--- config.mk ---
export PLATFORM = sky130hd
export DESIGN_NAME = waterfall_fb_ctrl
export DESIGN_NICKNAME = d
export VERILOG_FILES = /design/src/rtl/waterfall_pkg.sv /design/src/rtl/waterfall_fb_ctrl_fifo.sv /design/src/rtl/waterfall_fb_ctrl.sv
export SDC_FILE = /design/constraint.sdc
export NUM_CORES = 1
export LEC_CHECK = 0
export CAP_MARGIN = 20
export CELL_PAD_IN_SITES_DETAIL_PLACEMENT = 0
export CELL_PAD_IN_SITES_GLOBAL_PLACEMENT = 1
export CORE_MARGIN = 10
export CORE_UTILIZATION = 46
export DETAILED_ROUTE_END_ITERATION = 10
export GPL_TIMING_DRIVEN = 0
export PLACE_DENSITY_LB_ADDON = 0.1
export SYNTH_ARGS = -nofsm -noshare
export SYNTH_HDL_FRONTEND = slang
export SYNTH_SLANG_ARGS = --single-unit
--- constraint.sdc ---
create_clock -name clk -period 11.2 [get_ports clk]
set_clock_uncertainty 0.1 [all_clocks]
set_input_delay 1.12 -clock clk [delete_from_list [all_inputs] [get_ports clk]]
set_output_delay 1.12 -clock clk [all_outputs]
set_load 0.01 [all_outputs]
--- src/rtl/waterfall_pkg.sv ---
// Shared constants, FSM state type and RAM address helper for the waterfall framebuffer.
// Latency: none, everything here is constant or combinational.
// Backpressure: not applicable.
package waterfall_pkg;

    localparam int COLS   = 320;
    localparam int ROWS   = 240;
    localparam int PIX_W  = 8;
    localparam int ADDR_W = 17;
    localparam int COL_W  = 9;
    localparam int ROW_W  = 8;
    localparam int NPIX   = COLS * ROWS;

    typedef enum logic {
        ST_CLEAR,
        ST_RUN
    } state_t;

    // col + row*320, with the multiply built from two shifts (256 + 64)
    function automatic logic [ADDR_W-1:0] row_addr(input logic [ROW_W-1:0] row,
                                                   input logic [COL_W-1:0] col);
        logic [ADDR_W-1:0] r;
        r = ADDR_W'(row);
        return (r << 8) + (r << 6) + ADDR_W'(col);
    endfunction

endpackage

--- src/rtl/waterfall_fb_ctrl_fifo.sv ---
// Generic synchronous FIFO holding ADC samples until the RAM port is free.
// Latency: an entry pushed in cycle c is visible on dout in cycle c+1.
// Backpressure: push is ignored when full unless a pop happens in the same cycle.
module wf_sample_fifo #(
    parameter int DEPTH = 4,
    parameter int WIDTH = 8
) (
    input  logic             clk,
    input  logic             resetn,
    input  logic             push,
    input  logic             pop,
    input  logic [WIDTH-1:0] din,
    output logic [WIDTH-1:0] dout,
    output logic             full,
    output logic             empty
);

    localparam int AW = $clog2(DEPTH);

    logic [WIDTH-1:0] mem [DEPTH];
    logic [AW:0]      wptr;
    logic [AW:0]      rptr;
    logic             do_push;
    logic             do_pop;

    // Pointers carry one extra wrap bit so full and empty are distinguishable
    assign empty   = (wptr == rptr);
    assign full    = (wptr[AW] != rptr[AW]) && (wptr[AW-1:0] == rptr[AW-1:0]);
    assign do_pop  = pop && !empty;
    assign do_push = push && (!full || do_pop);
    assign dout    = mem[rptr[AW-1:0]];

    // Storage needs no reset; only the pointers define what is valid
    always_ff @(posedge clk) begin
        if (do_push) begin
            mem[wptr[AW-1:0]] <= din;
        end
    end

    // Pointer advance; reset discards all contents
    always_ff @(posedge clk or negedge resetn) begin
        if (!resetn) begin
            wptr <= '0;
            rptr <= '0;
        end else begin
            if (do_push) begin
                wptr <= wptr + (AW+1)'(1);
            end
            if (do_pop) begin
                rptr <= rptr + (AW+1)'(1);
            end
        end
    end

endmodule

--- src/rtl/waterfall_fb_ctrl.sv ---
// Waterfall framebuffer controller: shares one RAM port between LCD scanout and ADC writes (WF_CLEAR_EN adds a zero-fill sweep after reset).
// Latency: x/y in cycle c -> RAM read data in c+1 -> pix_data in c+2; a queued sample is written on the first non-visible cycle.
// Backpressure: scanout always wins; samples wait in a small FIFO, and a sample arriving with the FIFO full and no drain is dropped (sticky overflow).
module waterfall_fb_ctrl
    import waterfall_pkg::*;
#(
    parameter int SAMPLE_W   = 12,
    parameter int FIFO_DEPTH = 4
) (
    input  logic                clk,
    input  logic                resetn,
    input  logic                visible,
    input  logic [COL_W-1:0]    x,
    input  logic [ROW_W-1:0]    y,
    input  logic                frame_start,
    input  logic                sample_valid,
    input  logic [SAMPLE_W-1:0] sample_data,
    output logic [ADDR_W-1:0]   ram_addr,
    output logic [PIX_W-1:0]    ram_wdata,
    output logic                ram_we,
    input  logic [PIX_W-1:0]    ram_rdata,
    output logic [PIX_W-1:0]    pix_data,
    output logic                busy,
    output logic                overflow,
    input  logic                ovf_clr
);

    localparam logic [COL_W-1:0]  COL_LAST = COL_W'(COLS - 1);
    localparam logic [ROW_W-1:0]  ROW_LAST = ROW_W'(ROWS - 1);
    localparam logic [ROW_W:0]    ROWS_X   = (ROW_W+1)'(ROWS);

    state_t            state;
    logic [COL_W-1:0]  wr_col;
    logic [ROW_W-1:0]  wr_row;
    logic [ROW_W-1:0]  wr_row_nxt;
    logic [ROW_W-1:0]  row_base;
    logic [ROW_W:0]    rd_row_sum;
    logic [ROW_W-1:0]  rd_row;
    logic              col_wrap;
    logic              fifo_full;
    logic              fifo_empty;
    logic              fifo_pop;
    logic [PIX_W-1:0]  fifo_dout;
    logic              sample_drop;
    logic              we_int;
    logic              vis_d1;
    logic              unused_lsbs;

    // Only the top PIX_W bits of a sample ever reach the RAM, so only those are queued
    assign unused_lsbs = ^sample_data[SAMPLE_W-PIX_W-1:0];

    // Drain only in RUN and only while scanout is not using the RAM
    assign fifo_pop    = (state == ST_RUN) && !visible && !fifo_empty;
    assign sample_drop = sample_valid && fifo_full && !fifo_pop;

    wf_sample_fifo #(
        .DEPTH (FIFO_DEPTH),
        .WIDTH (PIX_W)
    ) u_fifo (
        .clk    (clk),
        .resetn (resetn),
        .push   (sample_valid),
        .pop    (fifo_pop),
        .din    (sample_data[SAMPLE_W-1 -: PIX_W]),
        .dout   (fifo_dout),
        .full   (fifo_full),
        .empty  (fifo_empty)
    );

    // Display row is offset by row_base so the newest row lands at the bottom
    assign rd_row_sum = {1'b0, y} + {1'b0, row_base};
    assign rd_row     = (rd_row_sum >= ROWS_X) ? ROW_W'(rd_row_sum - ROWS_X)
                                               : rd_row_sum[ROW_W-1:0];

    assign col_wrap   = (wr_col == COL_LAST);
    assign wr_row_nxt = (fifo_pop && col_wrap) ? ((wr_row == ROW_LAST) ? '0 : wr_row + ROW_W'(1))
                                               : wr_row;

`ifdef WF_CLEAR_EN
    logic [ADDR_W-1:0] clr_addr;

    // Clear sweep: one zero write per cycle, then hand the RAM to the sample path
    always_ff @(posedge clk or negedge resetn) begin
        if (!resetn) begin
            state    <= ST_CLEAR;
            busy     <= 1'b1;
            clr_addr <= '0;
        end else begin
            case (state)
                ST_CLEAR: begin
                    if (clr_addr == ADDR_W'(NPIX - 1)) begin
                        state <= ST_RUN;
                        busy  <= 1'b0;
                    end else begin
                        clr_addr <= clr_addr + ADDR_W'(1);
                    end
                end
                default: begin
                    state <= ST_RUN;
                    busy  <= 1'b0;
                end
            endcase
        end
    end
`else
    assign state = ST_RUN;
    assign busy  = 1'b0;
`endif

    // RAM port arbitration: clear sweep, then sample write, otherwise scanout read
    always_comb begin
        ram_addr  = row_addr(rd_row, x);
        ram_wdata = '0;
        we_int    = 1'b0;
`ifdef WF_CLEAR_EN
        if (state == ST_CLEAR) begin
            ram_addr = clr_addr;
            we_int   = 1'b1;
        end else
`endif
        if (fifo_pop) begin
            ram_addr  = row_addr(wr_row, wr_col);
            ram_wdata = fifo_dout;
            we_int    = 1'b1;
        end
    end

    // Hold the write strobe off for as long as reset is asserted
    assign ram_we = we_int && resetn;

    // Write cursor advance and tear-free display base update at frame start
    always_ff @(posedge clk or negedge resetn) begin
        if (!resetn) begin
            wr_col   <= '0;
            wr_row   <= '0;
            row_base <= ROW_W'(1);
        end else begin
            if (fifo_pop) begin
                wr_col <= col_wrap ? '0 : wr_col + COL_W'(1);
            end
            wr_row <= wr_row_nxt;
            if (frame_start) begin
                row_base <= (wr_row_nxt == ROW_LAST) ? '0 : wr_row_nxt + ROW_W'(1);
            end
        end
    end

    // Scanout pipeline: blank the pixel outside the active region and during clear
    always_ff @(posedge clk or negedge resetn) begin
        if (!resetn) begin
            vis_d1   <= 1'b0;
            pix_data <= '0;
        end else begin
            vis_d1   <= visible;
            pix_data <= (vis_d1 && !busy) ? ram_rdata : '0;
        end
    end

    // Sticky drop flag; a drop in the same cycle as a clear wins
    always_ff @(posedge clk or negedge resetn) begin
        if (!resetn) begin
            overflow <= 1'b0;
        end else if (sample_drop) begin
            overflow <= 1'b1;
        end else if (ovf_clr) begin
            overflow <= 1'b0;
        end
    end

endmodule

==> flow_summary.ini, run 1 <==
[power]
power.share.clock = 0.205
p_sw_frac = 0.364
seq_power_share = 0.346
p_switching_mw = 0.384
combPwrFrac = 0.450
power.leakage_nw = 2.70
power_density_nw_per_um2 = 172
p_int_mw = 0.669
irDropWorstVdd_mv = 0.136

[sta]
rsz0062_at_grt = false
drv_slew = 0
fin_ws_ns = 3.49
setup_viol = 0
finalCritPeriodShare = 0.689
worst_pin_slew_ns = 0.585
slew_headroom = 0.607
hold_viol = 0
clock.fmax_mhz = 130
fin_tns_setup_ns = 0
post-route-min-period_ns = 7.71

[critical_path]
rr_endpoint = row_base[3]
path_class = input port to output port
crit_required_ns = 9.98
crit_path_end_kind = output port
r2r_start = wr_col[0]
worstPathMaxFanout = 4
crit_start = y[1]
worst-r2r-setup-slack_ns = 8.15
reg2reg_depth = 12
endpoint = ram_addr[15]
critPathArrivalTime_ns = 6.49
start_kind = input port

[floorplanning]
boundaryPins = 79
core-area_um2 = 10700
die_h_um = 124
die_w_um = 124
rows = 38
initial_core_util = 0.466
die_area_um2 = 15400

[synthesis]
synth_top_family_by_area = simple AND/OR/NAND/NOR gates
synth_edf_count = 32
synth_ff_type = dfrtp_1
yosysSeqAreaShare = 0.397
synthXorXnorAreaFrac = 0.0733
synth_simple_gate_area_frac = 0.163
syn_nets = 567
synthAdderAreaFrac = 0.133
netlist_instances = 474
async_reset_ff_frac = 0.562
synth_compound_area_frac = 0.144
synth.distinct_cells = 79
yosysWarningCount = 0
syn_area_um2 = 5000
avgSynthCellArea_um2 = 10.6
ys_seq_elements = 73
muxShareOfSynthArea = 0.0563

[finish]
multi_input_area_um2 = 2850
fillers = 976
drive_gt1_frac = 0.108
final_cell_mix = 72 x clkdlybuf4s50_1, 54 x nand2_1, 45 x ha_1
n_antenna_cell = 0
area_delta_synth_final_pct = 22.6
layout_commonest_cell = clkdlybuf4s50_1
final_nets = 652
seqCellArea_um2 = 1990

[clocking]
ctsResizeCount = 0
cts_tree = built
cts.sinks = 73
cts_buffer_depth = 2
cts_setup_buffers = 0
cts_root_buf = clkbuf_8
clk_pin_slew_worst_paths_ns = 0.08
insertion_delay_ns = 0.35
htree_num_levels = 3
ctsHoldBuffers = 0
numCtsBuffers = 9

[job]
maxCapViolCount = 0

[outcome]
status = finished clean

[worst_hold_path]
hold_path_class = register to register

[place]
dpl.hpwl_um = 8740
gp_congestion = 0.753
dpl_worst_slack_ns = 3.48
portBuffers = 73

[global_routing]
antenna_found_initial = 0
grt_max_degree = 35
grt-ovfl-total = 0
grt_pass1_vias = 3820
grt_pass1_wl_um = 18800
grt_usage = 0.144

[detailed_routing]
via_per_inst = 5.40
wire_per_inst_um = 15.8
drtIter0Drc = 183
via_count = 3801
drc_errors = 0
drt_first_pass_iters = 4
ant_nets = 0
drt-total-wl_um = 11100
[kinds of logic after synthesis]
| logic type | count (synthesis) |
|---|---|
| xor gates and xnor gates | 38 |
| other | 1 |
| DFF | 73 |
| muxes | 17 |
| adders and majority gates | 50 |
| and+or+nand+nor | 152 |
| AOI/OAI and AO/OA | 107 |
| buffers and inverters | 36 |
[per-stage QoR]
step,std cells,power (mW),area (um2),hold slack (ns),util
2_1_floorplan,474,0.658,5000,0.360,-
3_3_place_gp,687,0.842,5910,0.377,0.550
3_5_place_dp,688,0.852,5920,0.379,0.551
4_1_cts,704,1.07,6130,0.395,0.571
5_1_grt,704,1.13,6130,0.403,0.571
6_report,704,1.05,6130,0.393,0.571
[flip-flops by register name, indices dropped and copies added, names as in the netlist]
signal / cells
overflow: 1
pix_data: 8
row_base: 8
u_fifo.mem: 32
u_fifo.rptr: 3
u_fifo.wptr: 3
vis_d1: 1
wr_col: 9
wr_row: 8
[worst max-delay path, stage by stage]
cell,delay [ns]
clkdlybuf4s50_1,0.47
ha_1,0.33
a211o_1,0.34
a2111o_1,0.37
o211ai_1,0.22
inv_2,0.10
ha_1,0.27
o211ai_1,0.15
nor2_1,0.10
a21oi_1,0.22
nor2_1,0.06
a31oi_1,0.34
inv_1,0.09
ha_1,0.30
ha_1,0.31
a21oi_1,0.21
o21bai_1,0.11
a21oi_1,0.23
o21ai_0,0.15
xor2_1,0.15
o22ai_1,0.09
a31oi_1,0.19
clkdlybuf4s50_1,0.57
[cell usage after synthesis (5+ instances only)]
cell	instances	area, um2
a21o_1	8	60.1
a21oi_1	25	125
a31o_1	5	43.8
a31oi_1	10	62.6
and2_1	23	144
dfrtp_1	40	1000
edfxtp_1	32	961
fa_1	5	100
ha_1	45	563
inv_1	23	86.3
mux2_2	5	56.3
mux4_2	8	180
nand2_1	54	203
nand3_1	8	40.0
nor2_1	26	97.6
nor3_1	5	25.0
o211ai_1	7	52.6
o21ai_0	17	85.1
o21bai_1	7	52.6
xnor2_1	24	210
xor2_1	11	96.3
[power groups by stage]
stage          Sequential [mW]  Clock, mW  Combinational, mW
3_3_place_gp             0.368          0              0.474
6_report                 0.364      0.216              0.474
4_1_cts                  0.365      0.224              0.485
5_1_grt                  0.370      0.235              0.524
3_5_place_dp             0.370          0              0.482
2_1_floorplan            0.363          0              0.294
[how the worst min path moves through the flow]
| stage | startpoint | end | slack, ns | cells past startpoint |
|---|---|---|---|---|
| detailed placement | u_fifo.wptr[2] | u_fifo.wptr[2] | 0.38 | 1 |
| CTS | u_fifo.wptr[2] | u_fifo.wptr[2] | 0.39 | 1 |
| floorplan | u_fifo.wptr[2] | u_fifo.wptr[2] | 0.36 | 1 |
| global route | u_fifo.wptr[2] | u_fifo.wptr[2] | 0.40 | 1 |
| finish | u_fifo.wptr[2] | u_fifo.wptr[2] | 0.39 | 1 |
| global placement | u_fifo.wptr[2] | u_fifo.wptr[2] | 0.38 | 1 |
[layer usage]
metal / global-route usage / up-vias / wire length (um)
met1: 0.172 / 1829 / 4700
li1: - / 1896 / -
met5: 0 / - / 0
met3: 0.0349 / 7 / 543
met2: 0.251 / 69 / 5820
met4: 0.0418 / 0 / 67
[cell type report]
class	count	area share
Buffer	12	0.0120
Clock buffer	9	0.0202
Multi-Input combinational cell	365	0.465
Sequential cell	73	0.324
Clock inverter	7	0.0137
Inverter	24	0.0147
Tap cell	140	0.0286
Timing Repair Buffer	74	0.122
No activity file was read; power rests on OpenSTA's default activity.
==> run 2, diff against run 1 <==
- CORE_UTILIZATION: 46 -> 43
- clock period: 11.2 -> 7.1 ns (I/O delays scaled with it)
==> flow_summary.ini, run 2 (synthesis gave the netlist of run 1 again) <==
[place]
portBuffers = 73
dpl.hpwl_um = 8830
gp_congestion = 0.788

[sta]
slew_headroom = 0.601
setup_viol = 0
clock.fmax_mhz = 147
drv_slew = 0
post-route-min-period_ns = 6.82
finalCritPeriodShare = 0.960
hold_viol = 0
fin_tns_setup_ns = 0
worst_pin_slew_ns = 0.598
rsz0062_at_grt = false

[critical_path]
r2r_start = u_fifo.rptr[1]
critPathArrivalTime_ns = 6.01
cpPeakStageDelay_ns = 0.58
worstPathCellList = clkdlybuf4s50_1, ha_1, fa_1, a21o_1, a211o_1, and2_1, ha_1, o211ai_1, nor2_1, a21oi_1, nor2_1, a31oi_2, inv_1, ha_1, ha_1, a21oi_1, o21bai_1, a21oi_1, o21ai_0, xor2_1, o22ai_1, a31oi_1, clkdlybuf4s50_1
worstPathMaxFanout = 4
worst-r2r-setup-slack_ns = 4.05
path_class = input port to output port
start_kind = input port
crit_path_end_kind = output port
cpMaxStageDelayCell = clkdlybuf4s50_1
crit_top_cell = ha_1
reg2reg_depth = 11
crit_required_ns = 6.29
rr_endpoint = row_base[5]

[job]
maxCapViolCount = 0

[clocking]
cts_root_buf = clkbuf_16
cts.sinks = 73
numCtsBuffers = 9
insertion_delay_ns = 0.33
clk_pin_slew_worst_paths_ns = 0.06
cts_tree = built
cts_buffer_depth = 2
htree_num_levels = 3

[worst_hold_path]
hold_path_class = input port to async pin

[outcome]
status = finished clean

[power]
irDropWorstVdd_mv = 0.211
power_density_nw_per_um2 = 287
power.leakage_nw = 2.76

[floorplanning]
boundaryPins = 79
die_h_um = 128
die_w_um = 128
rows = 39
die_area_um2 = 16400
core-area_um2 = 11400
initial_core_util = 0.438

[finish]
area_delta_synth_final_pct = 25.1
drive_gt1_frac = 0.113
fillers = 1024
n_antenna_cell = 0
post-route-util = 0.548
final_cell_mix = 72 x clkdlybuf4s50_1, 54 x nand2_1, 45 x ha_1
final_nets = 653
layout_commonest_cell = clkdlybuf4s50_1
largest_reg_flops = 32

[global_routing]
grt_usage = 0.140
grt-ovfl-total = 0
grt_pass1_vias = 3901
grt_max_degree = 33
grt_pass1_wl_um = 19000
antenna_found_initial = 0

[detailed_routing]
ant_nets = 0
drtIter0Drc = 148
drc_errors = 0
via_count = 3769
wire_per_inst_um = 16.1
drt-total-wl_um = 11400
via_per_inst = 5.32
drt_first_pass_iters = 4
## run 2: cell types whose count changed in the layout (fill, tap and decap cells not counted), sizes merged
cell  change
buf       +1
## run 2: through the flow
step | power (mW) | cell area, um2 | hold WS (ns) | std cells | setup WS (ns)
floorplan | 1.04 | 5000 | 0.314 | 474 | 1.74
global placement | 1.33 | 5910 | 0.378 | 690 | 0.222
detailed placement | 1.35 | 5930 | 0.379 | 691 | 0.248
CTS | 1.83 | 6240 | 0.146 | 707 | 0.210
global route | 1.91 | 6260 | 0.162 | 708 | 0.00680
finish | 1.80 | 6260 | 0.152 | 708 | 0.283
## run 2: area by class of cell
class,count,area (um2),share of cell area
multi-input cells,365,2860,0.457
flip-flops and latches,73,1990,0.318
repair buffers,75,753,0.120
clock buffers,9,225,0.0360
well taps,143,179,0.0286
inverters,24,90.1,0.0144
clock inverters,7,86.3,0.0138
plain buffers,12,73.8,0.0118
## run 2: report_power, final
part	leakage (nW)	switching, mW	internal (mW)	total [mW]
sequential	0.820	0.0520	0.525	0.577
combinational	1.78	0.388	0.364	0.752
clock	0.150	0.187	0.280	0.467
total	2.76	0.627	1.17	1.80
## run 2: how the worst max path moves through the flow
stage               from      endpoint  slack, ns  depth (start not counted)
CTS                 y[1]  ram_addr[15]       0.21                         23
floorplan           y[0]  ram_addr[15]       1.74                         21
global placement    y[0]  ram_addr[15]       0.22                         22
global route        y[0]  ram_addr[15]      0.007                         23
detailed placement  y[1]  ram_addr[15]       0.25                         23
finish              y[0]  ram_addr[15]       0.28                         23
## run 2: repair_timing
action                                  in CTS  in global routing
gates resized for setup                      0                  2
hold buffers                                 0                  0
endpoints found under the setup margin       0                  2
buffers inserted                             0                  1
## run 2: critical path: cells and delay by family
family / cells / cell delay [ns]
adder cells (fa/ha/maj): 5 / 1.51
XOR/XNOR: 1 / 0.17
AND/OR/NAND/NOR: 3 / 0.39
buffers and inverters: 3 / 1.05
AO/OA/AOI/OAI: 11 / 2.16
## run 2: metal layers
metal  vias to the layer above  global-route usage  share of wire
met2                        64               0.246           0.51
met5                         -                   0              0
met4                         0              0.0358         0.0054
met3                         4              0.0372          0.043
li1                       1903                   -              -
met1                      1798               0.166           0.44
==> patch, RTL diff (flow settings as in run 2) <==
Add a define of `WF_CLEAR_EN`.
--- a/src/rtl/waterfall_fb_ctrl.sv
+++ b/src/rtl/waterfall_fb_ctrl.sv
@@ -1,6 +1,8 @@
 // Waterfall framebuffer controller: shares one RAM port between LCD scanout and ADC writes (WF_CLEAR_EN adds a zero-fill sweep after reset).
 // Latency: x/y in cycle c -> RAM read data in c+1 -> pix_data in c+2; a queued sample is written on the first non-visible cycle.
 // Backpressure: scanout always wins; samples wait in a small FIFO, and a sample arriving with the FIFO full and no drain is dropped (sticky overflow).
+`define WF_CLEAR_EN
+
 module waterfall_fb_ctrl
     import waterfall_pkg::*;
 #(
Behaviour: not the same (a bounded check fails within 4 cycles, from zero or initial values and one cycle with resetn low).
==> patch against run 2 <==
- sequential cell count grew 19
- largest cell class unchanged
- highest routed layer unchanged
- cell count grew 14%
- synthesized area grew 16%
- final area grew 13%
- global-route usage grew 1.1 points
- count of clock-buffer cells in the layout grew 1
- wire length grew 17%
- setup slack gained 0.060 ns
Power is not compared: it rests on default switching activity, and its combinational part moved more than twofold at a synthesized area within 25%.
==> patch: results (changes against run 2) <==
| Metric | Value |
|---|---|
| Status | `complete, no violations (unchanged)` |
| Clk slew on worst S/H paths | `0.06 ns (about the same)` |
| Clk_lat worst skew | `0.35 ns (was 0.33 ns)` |
| Initial drt markers | `242 (was 148)` |
| Number of gates resized after cts | `0 (unchanged)` |
| Vias in the first global route | `4291 (was 3901)` |
| VDD IR max | `194 uV` |
| GPL Wtd Cong | `0.833 (was 0.788)` |
| GRT Total Usage | `15.1% (was 14.0%)` |
| Cell variety after synth | `68 (was 79)` |
| # port buffers | `73 (unchanged)` |
| Final WL | `13.3 mm (was 11.4 mm)` |
| Max-cap violations | `0 (unchanged)` |
| # fillers | `1253 (was 1024)` |
| Synth warnings | `0 (unchanged)` |
| CP Data Arrival Time | `5.95 ns (was 6.01 ns)` |
| DRT Pass-1 Iters | `4 (unchanged)` |
| Synth top cells by count | `dfrtp_1 (58), ha_1 (46), nand2_1 (43) (was nand2_1 (54), ha_1 (45), dfrtp_1 (40))` |
| Number of synthesized flops with an enable pin | `32 (unchanged)` |
| Share of cells above drive strength 1 | `10.3% (was 11.3%)` |
| DP Wirelength | `10.3 mm (was 8.83 mm)` |
| Pin count of the biggest net entering global routing | `62 (was 33)` |
| Antenna diodes | `0 (unchanged)` |
| Post-CTS Repair Setup Buffers | `0 (unchanged)` |
| Sequential fraction of the synthesis area | `42.5% (was 39.7%)` |
| Antenna violations before repair | `0 (unchanged)` |
| Clock root buffer master | `clkbuf_16 (unchanged)` |
| H-tree Lvls | `3 (unchanged)` |
| Mapped Nets | `635 (was 567)` |
| Avg Vias per Cell | `5.21 (was 5.32)` |
| Actual slew at the worst max-slew pin | `0.794 ns (was 0.598 ns)` |
| First-pass GRT wire length | `22.2 mm (was 19.0 mm)` |
| Num CTS Buffers | `9 (unchanged)` |
| Worst-path maximum fanout | `5 (was 4)` |
| Nets | `720 (was 653)` |
| Worst hold-check path type | `primary input to asynchronous set/reset pin (unchanged)` |
| Clock buffer depth | `2 (unchanged)` |
| Ranking of synthesized cells by area | `dfrtp_1 (25%), edfxtp_1 (17%), ha_1 (9.9%), xnor2_1 (5.9%), mux4_2 (3.1%) (was dfrtp_1 (20%), edfxtp_1 (19%), ha_1 (11%), xnor2_1 (4.2%), nand2_1 (4.1%))` |
| Ys async rst share | `65.2% (was 56.2%)` |
| Leak pwr | `2.95 nW` |
| Number of flip-flops in the largest register | `32 (unchanged)` |
patch: cells by family (layout without fill, tap and decap cells):
kind of cell / count (synthesis) / after routing / share of synthesized area (%)
AOI/OAI and AO/OA: 100 / 100 / 11.9
muxes: 25 / 25 / 6.18
adders and majority gates: 51 / 51 / 11.7
xor gates and xnor gates: 58 / 58 / 9.67
buffers and inverters: 48 / 138 / 3.20
and+or+nand+nor: 167 / 167 / 14.8
DFF: 92 / 92 / 42.5
patch: worst paths after layout:
kind / from / endpoint / slack (ns) / cells after the start
max in group asynchronous: resetn / row_base[2] / 6.02 / 1
min in group clk: row_base[0] / row_base[0] / 0.40 / 2
hold / removal: resetn / pix_data[1] / 0.33 / 1
setup reg to reg: wr_col[0] / row_base[7] / 4.26 / 11
hold reg to reg: row_base[0] / row_base[0] / 0.40 / 2
setup / recovery: y[0] / ram_addr[15] / 0.34 / 24
patch: power by group:
part	internal, mW	switching (mW)
Combinational	0.110	0.146
Sequential	0.604	0.0204
Clock	0.245	0.216
Total	0.960	0.382
patch: metrics by stage:
| step | hold WS (ns) | instances | utilization, % | worst slack [ns] | instance area (sq um) |
|---|---|---|---|---|---|
| 2_1_floorplan | 0.314 | 541 | - | 1.65 | 5790 |
| 3_3_place_gp | 0.380 | 790 | 50.9 | 0.207 | 6750 |
| 3_5_place_dp | 0.387 | 790 | 50.9 | 0.168 | 6740 |
| 4_1_cts | 0.372 | 806 | 53.1 | 0.153 | 7030 |
| 5_1_grt | 0.391 | 807 | 53.3 | 0.00250 | 7060 |
| 6_report | 0.334 | 807 | 53.3 | 0.343 | 7060 |
patch: cell type report:
| class | count | area (sq um) | share of cell area, % |
|---|---|---|---|
| Tap cell | 176 | 220 | 3.12 |
| Inverter | 36 | 135 | 1.91 |
| Buffer | 12 | 50.0 | 0.709 |
| Sequential cell | 92 | 2460 | 34.9 |
| Clock inverter | 6 | 57.6 | 0.816 |
| Multi-Input combinational cell | 401 | 3160 | 44.8 |
| Timing Repair Buffer | 74 | 736 | 10.4 |
| Clock buffer | 10 | 229 | 3.24 |
patch: critical path: stages:
cell and delay [ns]:
clkdlybuf4s50_1 0.41, ha_1 0.22, fa_1 0.42, a211oi_2 0.27
or2_1 0.18, and2_1 0.24, ha_1 0.24, nand2_1 0.11
o31ai_2 0.22, a21oi_2 0.15, xnor2_2 0.23, ha_1 0.28
ha_1 0.32, inv_1 0.08, nor2_1 0.05, nor2_1 0.16
o21bai_1 0.09, a21oi_1 0.23, o21bai_1 0.09, a21oi_1 0.18
xnor2_1 0.16, mux2i_1 0.12, mux2_2 0.31, clkdlybuf4s50_1 0.48
patch: routing by layer:
metal  wire [microns]  GRT usage, %  share of wire, %
met5                0             0                 0
met4              134          3.96               1.0
met3              426          3.65               3.2
met2             6700          25.4                50
met1             6080          18.9                46
